**src/rtl/tc_multi_pkg.sv**
```systemverilog
// Shared constants for the multi-channel bus timer: register map, CTRL fields,
// mode encodings and the per-channel state type.
package tc_multi_pkg;

  // Each channel owns a 16-byte window of four 32-bit registers.
  localparam int CH_WIN = 16;

  localparam logic [1:0] REG_CTRL   = 2'd0;
  localparam logic [1:0] REG_PRESET = 2'd1;
  localparam logic [1:0] REG_COUNT  = 2'd2;
  localparam logic [1:0] REG_STATUS = 2'd3;

  localparam int CTRL_EN       = 0;
  localparam int CTRL_MODE_LSB = 1;
  localparam int CTRL_MODE_MSB = 2;
  localparam int CTRL_IM       = 3;
  localparam int STATUS_PEND   = 0;

  localparam logic [1:0] MODE_ONESHOT = 2'b00;
  localparam logic [1:0] MODE_AUTO    = 2'b01;

  typedef enum logic [1:0] {
    ST_IDLE = 2'd0,
    ST_LOAD = 2'd1,
    ST_CNT  = 2'd2,
    ST_INT  = 2'd3
  } ch_state_e;

  // Replace only the bytes whose enable is set.
  function automatic logic [31:0] byte_merge(input logic [31:0] old_val,
                                             input logic [31:0] new_val,
                                             input logic [3:0]  be);
    logic [31:0] res;
    res = old_val;
    for (int k = 0; k < 4; k++) begin
      if (be[k]) res[8*k +: 8] = new_val[8*k +: 8];
    end
    return res;
  endfunction

endpackage

```
**src/rtl/tc_multi_if.sv**
```systemverilog
// Bridge-side bus of the timer block: write strobe, byte enables, address,
// data in, combinational read data and the interrupt level.
interface tc_multi_if;
  logic        WE;
  logic [3:0]  BE;
  logic [31:0] Addr;
  logic [31:0] Din;
  logic [31:0] Dout;
  logic        IRQ;

  modport master (output WE, BE, Addr, Din, input Dout, IRQ);
  modport slave  (input WE, BE, Addr, Din, output Dout, IRQ);
endinterface

```
**src/rtl/tc_channel.sv**
```systemverilog
// One timer channel: CTRL/PRESET/COUNT/STATUS registers and the
// IDLE -> LOAD -> CNT -> INT sequencing FSM.
module tc_channel
  import tc_multi_pkg::*;
#(
  parameter int CNT_W = 32
) (
  input  logic             clk,
  input  logic             reset,
  input  logic             wr_ctrl,
  input  logic             wr_preset,
  input  logic             wr_status,
  input  logic [3:0]       BE,
  input  logic [31:0]      Din,
  output logic [31:0]      ctrl,
  output logic [CNT_W-1:0] preset,
  output logic [CNT_W-1:0] count,
  output logic             pend,
  output logic             irq
);

  ch_state_e        r_state;
  logic             r_en;
  logic [1:0]       r_mode;
  logic             r_im;
  logic [CNT_W-1:0] r_preset;
  logic [CNT_W-1:0] r_count;
  logic             r_pend;

  logic [31:0] w_preset_next;
  logic        w_ctrl_wr;
  logic        w_pend_clr;
  logic        w_auto;

  assign w_preset_next = byte_merge(32'(r_preset), Din, BE);
  // Every CTRL field lives in byte 0, so BE[0] alone gates a CTRL update.
  assign w_ctrl_wr     = wr_ctrl & BE[0];
  assign w_pend_clr    = wr_status & BE[0] & Din[STATUS_PEND];
  assign w_auto        = (r_mode == MODE_AUTO);

  // NOTE: sequential state uses non-blocking assignments only, so every
  // branch below sees the register values from before this edge.
  always_ff @(posedge clk or posedge reset) begin
    if (reset) begin
      r_state  <= ST_IDLE;
      r_en     <= 1'b0;
      r_mode   <= MODE_ONESHOT;
      r_im     <= 1'b0;
      r_preset <= '0;
      r_count  <= '0;
      r_pend   <= 1'b0;
    end else begin
      if (w_ctrl_wr) begin
        r_en   <= Din[CTRL_EN];
        r_mode <= Din[CTRL_MODE_MSB:CTRL_MODE_LSB];
        r_im   <= Din[CTRL_IM];
      end
      if (wr_preset) r_preset <= w_preset_next[CNT_W-1:0];
      if (w_pend_clr) r_pend <= 1'b0;

      // NOTE: the FSM assignments come after the bus writes on purpose; when
      // both hit the same register on one edge the later one (a PEND set)
      // takes effect.
      case (r_state)
        ST_IDLE: begin
          if (r_en) r_state <= ST_LOAD;
        end
        ST_LOAD: begin
          r_count <= r_preset;
          r_state <= ST_CNT;
        end
        ST_CNT: begin
          if (!r_en) begin
            r_state <= ST_IDLE;
          end else if (r_count == '0) begin
            r_state <= ST_INT;
            r_pend  <= 1'b1;
          end else begin
            r_count <= r_count - CNT_W'(1);
          end
        end
        ST_INT: begin
          if (w_auto && r_en) begin
            r_state <= ST_LOAD;
          end else begin
            r_state <= ST_IDLE;
            // A software CTRL write on this edge overrides the one-shot EN clear.
            if (!w_auto && !w_ctrl_wr) r_en <= 1'b0;
          end
        end
        default: r_state <= ST_IDLE;
      endcase
    end
  end

  assign ctrl   = {28'd0, r_im, r_mode, r_en};
  assign preset = r_preset;
  assign count  = r_count;
  assign pend   = r_pend;
  assign irq    = r_pend & r_im;

endmodule

```
**src/rtl/tc_multi.sv**
```systemverilog
// NUM_CH independent down-counting timers sharing one bridge slot: address
// decode, per-channel write strobes, combinational read mux and IRQ OR.
module tc_multi
  import tc_multi_pkg::*;
#(
  parameter int          NUM_CH    = 2,
  parameter int          CNT_W     = 32,
  parameter logic [31:0] BASE_ADDR = 32'h0000_7F00
) (
  input  logic        clk,
  input  logic        reset,
  tc_multi_if.slave   bus
);

  localparam logic [31:0] SPAN = 32'(CH_WIN * NUM_CH);

  logic [31:0]      w_offset;
  logic             w_in_range;
  logic [1:0]       w_reg;
  logic [NUM_CH-1:0] w_sel;
  logic [NUM_CH-1:0] w_pend;
  logic [NUM_CH-1:0] w_irq;
  logic [31:0]      w_ctrl   [NUM_CH];
  logic [CNT_W-1:0] w_preset [NUM_CH];
  logic [CNT_W-1:0] w_count  [NUM_CH];
  logic [31:0]      w_dout;

  // Offset is only meaningful when Addr >= BASE_ADDR; the range check guards it.
  assign w_offset   = bus.Addr - BASE_ADDR;
  assign w_in_range = (bus.Addr >= BASE_ADDR) && (w_offset < SPAN);
  assign w_reg      = bus.Addr[3:2];

  for (genvar i = 0; i < NUM_CH; i++) begin : g_ch
    logic w_wr;
    assign w_sel[i] = w_in_range && (w_offset[31:4] == 28'(i));
    assign w_wr     = bus.WE & w_sel[i];

    tc_channel #(.CNT_W(CNT_W)) u_ch (
      .clk       (clk),
      .reset     (reset),
      .wr_ctrl   (w_wr && (w_reg == REG_CTRL)),
      .wr_preset (w_wr && (w_reg == REG_PRESET)),
      .wr_status (w_wr && (w_reg == REG_STATUS)),
      .BE        (bus.BE),
      .Din       (bus.Din),
      .ctrl      (w_ctrl[i]),
      .preset    (w_preset[i]),
      .count     (w_count[i]),
      .pend      (w_pend[i]),
      .irq       (w_irq[i])
    );
  end

  // NOTE: w_dout gets a default before the loop so no path leaves it
  // unassigned and no latch is inferred.
  always_comb begin
    w_dout = '0;
    for (int i = 0; i < NUM_CH; i++) begin
      if (w_sel[i]) begin
        case (w_reg)
          REG_CTRL:   w_dout = w_ctrl[i];
          REG_PRESET: w_dout = 32'(w_preset[i]);
          REG_COUNT:  w_dout = 32'(w_count[i]);
          REG_STATUS: w_dout = {31'd0, w_pend[i]};
          default:    w_dout = '0;
        endcase
      end
    end
  end

  assign bus.Dout = w_dout;
  assign bus.IRQ  = |w_irq;

endmodule

```
**src/flat_wrapper.sv**
```systemverilog
// flat-port wrapper written by rule: the top's interface ports become plain ports
module tc_multi_flat import tc_multi_pkg::*;
#(
  parameter int          NUM_CH    = 2,
  parameter int          CNT_W     = 32,
  parameter logic [31:0] BASE_ADDR = 32'h0000_7F00
)
  (clk, reset, bus_WE, bus_BE, bus_Addr, bus_Din, bus_Dout, bus_IRQ);
  tc_multi_if bus_i ();
  input  logic clk;
  input  logic reset;
  input wire logic [$bits(bus_i.WE)-1:0] bus_WE;
  input wire logic [$bits(bus_i.BE)-1:0] bus_BE;
  input wire logic [$bits(bus_i.Addr)-1:0] bus_Addr;
  input wire logic [$bits(bus_i.Din)-1:0] bus_Din;
  output wire logic [$bits(bus_i.Dout)-1:0] bus_Dout;
  output wire logic [$bits(bus_i.IRQ)-1:0] bus_IRQ;
  assign bus_i.WE = bus_WE;
  assign bus_i.BE = bus_BE;
  assign bus_i.Addr = bus_Addr;
  assign bus_i.Din = bus_Din;
  assign bus_Dout = bus_i.Dout;
  assign bus_IRQ = bus_i.IRQ;
  tc_multi #(.NUM_CH(NUM_CH), .CNT_W(CNT_W), .BASE_ADDR(BASE_ADDR)) u_core (.clk(clk), .reset(reset), .bus(bus_i));
endmodule
```
**config.mk**
```make
export PLATFORM = sky130hd
export DESIGN_NAME = tc_multi_flat
export DESIGN_NICKNAME = d
export VERILOG_FILES = /design/src/rtl/tc_multi_pkg.sv /design/src/rtl/tc_multi_if.sv /design/src/rtl/tc_channel.sv /design/src/rtl/tc_multi.sv /design/src/flat_wrapper.sv
export SDC_FILE = /design/constraint.sdc
export NUM_CORES = 1
export LEC_CHECK = 0
export BUFFER_PORTS_ARGS = -buffer_cell sky130_fd_sc_hd__buf_4
export CAP_MARGIN = 20
export CORE_AREA = 2 2 114 143
export DETAILED_ROUTE_END_ITERATION = 12
export DIE_AREA = 0 0 116 145
export GPL_ROUTABILITY_DRIVEN = 0
export GPL_TIMING_DRIVEN = 0
export PLACE_DENSITY = 0.75
export SETUP_SLACK_MARGIN = 0.05
export SYNTH_ARGS = -nofsm -noshare
export SYNTH_HDL_FRONTEND = slang
export SYNTH_SLANG_ARGS = --single-unit
```
**constraint.sdc**
```tcl
create_clock -name clk -period 5.5 [get_ports clk]
set_input_delay 0.55 -clock clk [delete_from_list [all_inputs] [get_ports clk]]
set_output_delay 0.55 -clock clk [all_outputs]
set_load 0.02 [all_outputs]
```
==> results.tsv <==
metric	value	unit
Worst Path Required	5.78	ns
number of flip-flops and latches in the synthesized netlist	142	
maximum number of pins on one net before global-route repair	102	
async set-reset flop share out of synthesis	100	%
residual overflow from global routing	0	
number of detailed-route iterations in the first pass	5	
Register Area	3550	sq um
starting density of the core	54.0	%
number of antenna repair diodes	0	
Final #Nets	1095	
Synth Area in Compound Gates	24.7	%
Total Die Area	16800	sq um
Routed Antenna Nets	0	
cell types with the largest area share after synthesis	sky130_fd_sc_hd__dfrtp_1, sky130_fd_sc_hd__mux2_2, sky130_fd_sc_hd__a22oi_1	
switching share of power	24.1	%
total power draw	2.22	mW
period utilisation layout	67.9	%
mean area per synthesized cell	9.25	sq um
Synth Area in XOR/XNOR	0.210	%
Detailed Place HPWL	20.5	mm
proportion of synthesized chip area in sequential cells	42.6	%
start-to-end type of the worst setup path	flop to flop	
detailed-route wire length	27.2	mm
Final Slew Violations	0	
critical path launch point type	flop	
PortBufs	100	
Area Growth Syn to Fin	19.2	%
cell at the root of the clock tree	sky130_fd_sc_hd__clkbuf_16	
final number of hold-violating endpoints	0	
core region area	15400	sq um
Int Power	1.69	mW
Vias	8062	
Max-Slew Margin vs Limit	24.1	%
total routing resource utilization after global routing	33.0	%
Filler Cells Inserted	1352	
post-synthesis instance area	8340	sq um
type of the tightest min-delay check	input port to async pin	
Peak VDD IR	0.193	mV
post-place instance area	9390	sq um
cell total after placement	1214	
final hold slack	0.126	ns
Clk network pwr share	47.8	%
CP Capture Type	flop	
routed wire length per instance	21.8	um
clock tree buffer depth	2	
slew of the pin with the lowest slew margin	1.13	ns
Seq pwr share	47.0	%
number of buffers inserted by hold repair at cts	0	
post-synthesis mux area share	11.3	%
worst-case setup slack after placement	1.85	ns
total of cells resized after clock tree synthesis	0	
number of buffers inserted during clock tree synthesis	17	
violation count after the first detailed-route iteration	833	
net count after synthesis	974	
post-synthesis cell type count	54	
clock latency of the later-clocked register in the worst-skew pair	0.42	ns
clock tree from TritonCTS	done	
Critical Path AT	4.01	ns
Top-Level Pins	104	
final instance area	9930	sq um
number of synthesized flops with an enable pin	0	
num rows	51	
maximum clock rate	0.268	GHz
via count of the first global-routing pass	7772	
Final Critical Period	3.74	ns
count of H-tree levels built during CTS	4	
arithmetic-cell share of the synthesized area counting full adders, half adders and majority gates	0.300	%
Yosys warning total	0	
Max FO, Critical Path	10	
chip height	145	um
first-pass GRT wire length	42.6	mm
area used by multi-input combinational logic	4460	sq um
worst setup skew after layout	0.00989	ns
library cell with the largest summed area after synthesis	sky130_fd_sc_hd__dfrtp_1	
number of standard cells in the layout, taps in and fillers out	1247	
clock sink count	142	
top-area cell type share of the netlist area	42.6	%
share of power burned in combinational logic	5.1	%
count of final setup violators	0	
die span in x	116	um
fraction of layout instances using a drive strength above 1	21.4	%
final setup margin	1.76	ns
status	completed	
DR DRC count	0	
commonest register cell after synthesis	sky130_fd_sc_hd__dfrtp_1	
CTS clock-pin slew for the worst setup and hold paths	0.06	ns
buffer count from post-CTS setup fixing	0	
initial antenna violation count	0	
combinational family with the most area after synthesis	compound AO/OA/AOI/OAI gates	
area share of and/or/nand/nor cells after synthesis	16.9	%
vias per cell	6.47	
highest-count cells in the layout ignoring fill and taps	sky130_fd_sc_hd__dfrtp_1, sky130_fd_sc_hd__buf_4, sky130_fd_sc_hd__a21oi_1, sky130_fd_sc_hd__a22oi_1	
Switch Pwr	0.534	mW
setup repair after global routing missed its margin	no	
most frequent standard cell in the layout excluding fill and tap cells	sky130_fd_sc_hd__dfrtp_1	
number of instances in the synthesized netlist	901	
Pleak	4.25	nW
number of cells on the worst reg-to-reg path	10	
max-capacitance violation count	0	
total power divided by cell area	224	nW/um^2
==> routing by layer <==
layer / GRT usage [%] / share of wire [%]
met1: 44.5 / 40
met2: 52.3 / 48
met3: 5.51 / 7.5
met4: 14.1 / 3.9
met5: 0 / 0
==> critical path: stages (launching register included) <==
cell                       delay [ns]
sky130_fd_sc_hd__dfrtp_1         0.46
sky130_fd_sc_hd__inv_1           0.09
sky130_fd_sc_hd__ha_1            0.19
sky130_fd_sc_hd__or3b_2          0.51
sky130_fd_sc_hd__nor4_1          0.64
sky130_fd_sc_hd__and2b_1         0.21
sky130_fd_sc_hd__clkbuf_1        0.40
sky130_fd_sc_hd__a31oi_1         0.46
sky130_fd_sc_hd__clkbuf_1        0.37
sky130_fd_sc_hd__a21oi_1         0.20
sky130_fd_sc_hd__a21oi_1         0.06
==> sequential cells by signal (all words and copies together) (netlist names) <==
| name | cells |
|---|---|
| u_core.g_ch.u_ch.count | 64 |
| u_core.g_ch.u_ch.preset | 64 |
| u_core.g_ch.u_ch.r_mode | 4 |
| u_core.g_ch.u_ch.r_state | 4 |
| u_core.g_ch.u_ch.pend | 2 |
| u_core.g_ch.u_ch.r_en | 2 |
| u_core.g_ch.u_ch.r_im | 2 |
==> synthesized netlist by cell type, drive strengths merged, types with 6 or more instances <==
cell and count:
a22oi 71, nor4 13, nand3 14, buf 8, mux2 70, o21ai 67, o22ai 20, nor3 23
nor2b 8, nor2 70, nand2b 10, o22a 32, dfrtp 142, inv 16, a2bb2oi 6, mux2i 11
clkbuf 62, nand2 57, nand4 16, or4 18, a21oi 85, or3 14, o32ai 7, a31oi 6
==> kinds of logic (layout without fill, tap and decap cells) <==
group | Yosys count | after routing
buf+inv | 86 | 220
flops | 142 | 142
simple gates | 266 | 266
mux | 83 | 83
fa+ha+maj | 2 | 2
compound gates | 320 | 320
xor+xnor | 2 | 2
==> final timing paths <==
| check | slack [ns] | end | startpoint |
|---|---|---|---|
| worst max-delay path | 1.76 | u_core.g_ch[1].u_ch.count[4]$_DFFE_PP0P_ | u_core.g_ch[1].u_ch.count[0]$_DFFE_PP0P_ |
| worst min-delay path | 0.13 | u_core.g_ch[0].u_ch.preset[2]$_DFFE_PP0P_ | reset |
| worst max register to register | 1.76 | u_core.g_ch[1].u_ch.count[4]$_DFFE_PP0P_ | u_core.g_ch[1].u_ch.count[0]$_DFFE_PP0P_ |
| worst min register to register | 0.52 | u_core.g_ch[1].u_ch.count[17]$_DFFE_PP0P_ | u_core.g_ch[1].u_ch.count[17]$_DFFE_PP0P_ |
| max in group asynchronous | 4.51 | u_core.g_ch[1].u_ch.count[10]$_DFFE_PP0P_ | reset |
| min in group clk | 0.37 | u_core.g_ch[1].u_ch.preset[13]$_DFFE_PP0P_ | bus_Din[13] |
==> layout make-up <==
type,instances,share of cell area (%)
Buffer,70,2.70
Sequential cell,142,35.8
Timing Repair Buffer,102,7.89
Multi-Input combinational cell,673,44.9
Clock buffer,19,4.56
Inverter,16,0.655
Clock inverter,13,0.907
Tap cell,212,2.67
==> power by group through the flow <==
stage	clock network [mW]	registers (mW)	logic (mW)
floorplan	0	1.06	0.0430
global placement	0	1.06	0.109
detailed placement	0	1.06	0.113
CTS	1.06	1.04	0.113
global route	1.11	1.04	0.123
finish	1.06	1.04	0.114
==> stage by stage <==
| stage | TNS, ns | util [%] |
|---|---|---|
| global route | 0 | 64.3 |
| finish | 0 | 64.3 |
| detailed placement | 0 | 60.8 |
| global placement | -73.97 | 60.6 |
| CTS | 0 | 64.3 |
| floorplan | 0 | - |
Note: power is estimated with default switching activity, not from simulation.
